==> config.mk <==
export PLATFORM = sky130hd
export DESIGN_NAME = mem_wb_stage
export DESIGN_NICKNAME = d
export VERILOG_FILES = /design/src/rtl/mem_wb_stage.sv
export SDC_FILE = /design/constraint.sdc
export NUM_CORES = 1
export LEC_CHECK = 0
export ABC_CLOCK_PERIOD_IN_PS = 1700
export CORE_UTILIZATION = 42
export CTS_BUF_LIST = sky130_fd_sc_hd__clkbuf_8
export DETAILED_ROUTE_END_ITERATION = 6
export PLACE_DENSITY = 0.82
export SYNTH_ARGS = -nofsm -noshare
export SYNTH_HDL_FRONTEND = slang
export SYNTH_SLANG_ARGS = --single-unit
==> constraint.sdc <==
create_clock -name clk -period 1.7 [get_ports clk]
set_clock_uncertainty 0.05 [all_clocks]
set_input_delay 0.17 -clock clk [delete_from_list [all_inputs] [get_ports clk]]
set_output_delay 0.17 -clock clk [all_outputs]
set_load 0.02 [all_outputs]
==> src/rtl/mem_wb_stage.sv <==
// Memory/writeback stage: REGWR, LOAD, STORE, NOP toward data memory and the RF.
// Optional MEM_TIMEOUT_EN aborts a memory access after TIMEOUT unacked cycles.
module mem_wb_stage #(
    parameter int DATA_W  = 16,
    parameter int REG_AW  = 3,
    parameter int TIMEOUT = 15
) (
    input  logic              clk,
    input  logic              rst_n,
    input  logic              alu_valid,
    output logic              alu_ready,
    input  logic [DATA_W-1:0] alu_result,
    input  logic [1:0]        wb_op,
    input  logic [REG_AW-1:0] wb_rd,
    input  logic [DATA_W-1:0] store_data,
    output logic              mem_req,
    output logic              mem_we,
    output logic [DATA_W-1:0] mem_addr,
    output logic [DATA_W-1:0] mem_wdata,
    input  logic              mem_ack,
    input  logic [DATA_W-1:0] mem_rdata,
    output logic              rf_we,
    output logic [REG_AW-1:0] rf_waddr,
    output logic [DATA_W-1:0] rf_wdata,
    output logic              mem_err
);

    typedef enum logic [1:0] {
        IDLE     = 2'd0,
        MEM_WAIT = 2'd1,
        WB       = 2'd2
    } state_t;

    localparam logic [1:0] OP_REGWR = 2'b00;
    localparam logic [1:0] OP_LOAD  = 2'b01;
    localparam logic [1:0] OP_STORE = 2'b10;

    state_t            state_q, state_d;
    logic              mem_req_q, mem_req_d;
    logic              mem_we_q, mem_we_d;
    logic [DATA_W-1:0] mem_addr_q, mem_addr_d;
    logic [DATA_W-1:0] mem_wdata_q, mem_wdata_d;
    logic [REG_AW-1:0] rf_waddr_q, rf_waddr_d;
    logic [DATA_W-1:0] rf_wdata_q, rf_wdata_d;
    logic              accept;

`ifdef MEM_TIMEOUT_EN
    localparam int CW = $clog2(TIMEOUT + 1);
    logic [CW-1:0] cnt_q, cnt_d;
    logic          mem_err_q, mem_err_d;
`endif

    assign accept = alu_valid && (state_q == IDLE);

    always_comb begin
        state_d     = state_q;
        mem_req_d   = mem_req_q;
        mem_we_d    = mem_we_q;
        mem_addr_d  = mem_addr_q;
        mem_wdata_d = mem_wdata_q;
        rf_waddr_d  = rf_waddr_q;
        rf_wdata_d  = rf_wdata_q;
`ifdef MEM_TIMEOUT_EN
        cnt_d       = cnt_q;
        mem_err_d   = 1'b0;
`endif
        unique case (state_q)
            IDLE: begin
                if (accept) begin
                    unique case (wb_op)
                        OP_REGWR: begin
                            state_d    = WB;
                            rf_waddr_d = wb_rd;
                            rf_wdata_d = alu_result;
                        end
                        OP_LOAD: begin
                            state_d    = MEM_WAIT;
                            mem_req_d  = 1'b1;
                            mem_we_d   = 1'b0;
                            mem_addr_d = alu_result;
                            rf_waddr_d = wb_rd;
                        end
                        OP_STORE: begin
                            state_d     = MEM_WAIT;
                            mem_req_d   = 1'b1;
                            mem_we_d    = 1'b1;
                            mem_addr_d  = alu_result;
                            mem_wdata_d = store_data;
                        end
                        default: ;
                    endcase
`ifdef MEM_TIMEOUT_EN
                    cnt_d = '0;
`endif
                end
            end
            MEM_WAIT: begin
                // An ack on the final timeout cycle still completes normally.
                if (mem_ack) begin
                    mem_req_d = 1'b0;
                    if (mem_we_q) begin
                        state_d = IDLE;
                    end else begin
                        state_d    = WB;
                        rf_wdata_d = mem_rdata;
                    end
`ifdef MEM_TIMEOUT_EN
                end else if (cnt_q == CW'(TIMEOUT - 1)) begin
                    state_d   = IDLE;
                    mem_req_d = 1'b0;
                    mem_err_d = 1'b1;
                    cnt_d     = '0;
                end else begin
                    cnt_d = cnt_q + CW'(1);
`endif
                end
            end
            WB: begin
                state_d = IDLE;
            end
            default: begin
                state_d = IDLE;
            end
        endcase
    end

    always_ff @(posedge clk) begin
        if (!rst_n) begin
            state_q     <= IDLE;
            mem_req_q   <= 1'b0;
            mem_we_q    <= 1'b0;
            mem_addr_q  <= '0;
            mem_wdata_q <= '0;
            rf_waddr_q  <= '0;
            rf_wdata_q  <= '0;
`ifdef MEM_TIMEOUT_EN
            cnt_q       <= '0;
            mem_err_q   <= 1'b0;
`endif
        end else begin
            state_q     <= state_d;
            mem_req_q   <= mem_req_d;
            mem_we_q    <= mem_we_d;
            mem_addr_q  <= mem_addr_d;
            mem_wdata_q <= mem_wdata_d;
            rf_waddr_q  <= rf_waddr_d;
            rf_wdata_q  <= rf_wdata_d;
`ifdef MEM_TIMEOUT_EN
            cnt_q       <= cnt_d;
            mem_err_q   <= mem_err_d;
`endif
        end
    end

    assign alu_ready = (state_q == IDLE);
    assign rf_we     = (state_q == WB);
    assign mem_req   = mem_req_q;
    assign mem_we    = mem_we_q;
    assign mem_addr  = mem_addr_q;
    assign mem_wdata = mem_wdata_q;
    assign rf_waddr  = rf_waddr_q;
    assign rf_wdata  = rf_wdata_q;

`ifdef MEM_TIMEOUT_EN
    assign mem_err = mem_err_q;
`else
    assign mem_err = 1'b0;
`endif

endmodule

==> metrics.md <==
| Metric | Value |
|---|---|
| Result of the run | `complete, no violations` |
| Slowest-stage cell, CP | `clkdlybuf4s50_1` |
| Share of layout cells above drive strength 1 | `5.87%` |
| Initial DRC Count | `71` |
| Clock Latency Late Sink | `310 ps` |
| Data arrival time of the critical path | `1360 ps` |
| Worst-path clk slew | `90 ps` |
| Final critical-path share of the clock period | `93.2%` |
| LEAKAGE | `0.00138 uW` |
| DRT Pass-1 Iters | `4` |
| DR WL/cell | `13.9 um` |
| DP Area | `3590 um2` |
| Clk root buf | `clkbuf_8` |
| Global placement routability congestion | `0.782` |
| Max Freq | `0.631 GHz` |
| CTS H-tree lvls | `2` |
| Synth Warn # | `0` |
| Post-synthesis cell area | `2410 um2` |
| Syn Nets | `332` |
| Gr usage total | `21.8%` |
| TritonCTS Buffers | `5` |
| Area growth, synth to finish | `52.6%` |
| Antenna Cells | `0` |
| Post-synth top area cell | `dfxtp_1` |
| Die Y | `77.7 um` |
| Number of antenna violations at the first check in global routing | `0` |
| Top-area cell type share of the netlist area | `45.7%` |
| Nature of the critical path endpoint | `primary output` |
| Minimum clock period | `1580 ps` |
| Max Slew Vio Count | `0` |
| Crit path buffers/inverters | `1` |
| HP Class | `in -> reg` |
| Setup crit start kind | `flop` |
| Overflow after GRT | `0` |
| Detailed-route via count | `2198` |
| I/O Buffers | `111` |
| Post-CTS Hold Buffers | `0` |
| PwrDens | `756 nW/um2` |
| Post-place setup slack | `-133 ps` |
| Crit-path cells | `clkdlybuf4s50_1` |
| # IOs | `113` |
| Vias in the first global route | `2145` |
| Fill cell total of the finished layout | `446` |
| Slowest Stage Delay on Critical Path | `650 ps` |
| Req. time, crit path | `1480 ps` |
| Critical path class | `reg -> out` |
| Worst Path Max Fanout | `3` |
| Core box area | `5510 um2` |
| CTS tree | `yes` |
| Routed WL | `6230 um` |
| DIE AREA | `6040 um2` |
| Count of final setup violators | `0` |
| Avg Cell Area, Syn | `8.85 um2` |
| Register area share after synthesis | `45.7%` |
| First-pass GRT wire length | `10200 um` |
| Final worst slack | `116 ps` |
| FF+latch count, synth | `55` |
| Final instance area | `3670 um2` |
| Reg area | `1100 um2` |
| Post_cts resized | `3` |
| Clock Sinks | `55` |
| ANT nets after route | `0` |
| Residual DRC | `0` |
| Largest net degree at the start of global routing | `36` |
| Worst hold slack | `238 ps` |
| MaxCap Viol Count | `0` |
| Die W | `77.7 um` |
| Final setup TNS | `0 ps` |
| Synth unique cells | `32` |
| CTS Buffer Depth | `2` |
| RSZ-0062 raised after global routing | `no` |
| Area contributors post-synth | `dfxtp_1, nand2_1, mux2i_1` |
| DR vias/cell | `4.92` |
| Cells after Synth | `272` |
| Post-CTS Setup Bufs | `0` |
| Maximum vdd ir drop | `0.520 mV` |
| Nets@finish | `435` |
| Hpwl dp | `4770 um` |
| Crit-path leading delay family | `buffers and inverters` |
| Starting Density | `43.7%` |
| Row cnt | `27` |
| Fin. Hold Viols | `0` |
| Multi-input logic area | `1160 um2` |
power breakdown:
part	total (uW)	switching [uW]	leakage [uW]	internal (uW)
Combinational	647	297	0.000882	350
Sequential	1400	43.3	0.000448	1360
Clock	725	405	0.0000470	321
placed cells by master, fill, tap and decap left out, types with 4 or more instances in the layout:
master,n
clkdlybuf4s50_1,108
nand2_1,71
dfxtp_1,54
mux2i_1,19
nand3_1,17
nand2b_1,16
o211ai_1,16
o21ai_0,16
a21boi_0,12
clkbuf_8,6
buf_4,5
a21boi_1,4
buf_12,4
metal layers:
metal / vias up / part of all wire [%] / global-route usage [%]
met1: 1012 / 45 / 27.8
li1: 1121 / - / -
met2: 54 / 49 / 35.0
met4: 0 / 2.2 / 9.43
met5: - / 0 / 0
met3: 11 / 4.5 / 5.18
kinds of logic after synthesis:
logic type / share of synthesized area, %
buf+inv: 5.87
compound gates: 15.6
mux: 7.90
simple gates: 23.1
fa+ha+maj: 1.56
other cells: 0.156
flops: 45.7
cells in the mapped netlist:
master	n
nor2_2	1
ha_1	3
a21boi_1	4
mux2i_1	19
buf_12	1
nand3_1	17
a31oi_4	1
a21boi_0	12
o21ai_1	1
and4bb_2	1
buf_6	1
buf_4	3
conb_1	1
nand3b_1	1
nor2b_1	2
o211a_1	1
and4b_1	1
nor3b_1	1
inv_1	2
buf_2	7
nand2b_1	16
buf_1	2
clkbuf_1	10
nor4bb_4	1
o21a_1	2
o211ai_1	16
nand2_1	71
nand4bb_1	1
dfxtp_1	55
a21oi_1	1
o21ai_0	16
and4bb_1	1
cell type report:
class / count / area share [%]
Timing Repair Buffer: 120 / 33.2
Multi-Input combinational cell: 191 / 31.7
Sequential cell: 55 / 30.0
Tap cell: 72 / 2.45
Clock buffer: 6 / 2.25
Inverter: 2 / 0.204
Clock inverter: 1 / 0.136
stage by stage:
stage	instances	total power [uW]	utilization (%)
5_1_grt	447	2910	66.7
3_3_place_gp	440	2070	65.1
6_report	447	2780	66.7
4_1_cts	447	2800	66.7
2_1_floorplan	272	1750	-
3_5_place_dp	440	2080	65.1
worst paths after layout:
path	from	endpoint	slack [ps]	cells after the start
worst max-delay path	mem_we	mem_we	120	1
worst max register to register	state_q[0]	rf_wdata[5]	270	4
worst min-delay path	rst_n	rf_wdata[6]	240	3
worst min register to register	mem_addr[0]	mem_addr[0]	410	2
tightest hold or removal path: cells and delay by family:
kind          cells  cell delay [ps]
simple gates      1              110
mux               1               50
buf+inv           1              220
sequential cells by signal (all words and copies together) (netlist names):
register	cells
mem_req	1
mem_wdata	16
mem_we	1
mem_addr	16
rf_wdata	16
rf_waddr	3
state_q	2
No activity file was read; power rests on OpenSTA's default activity.
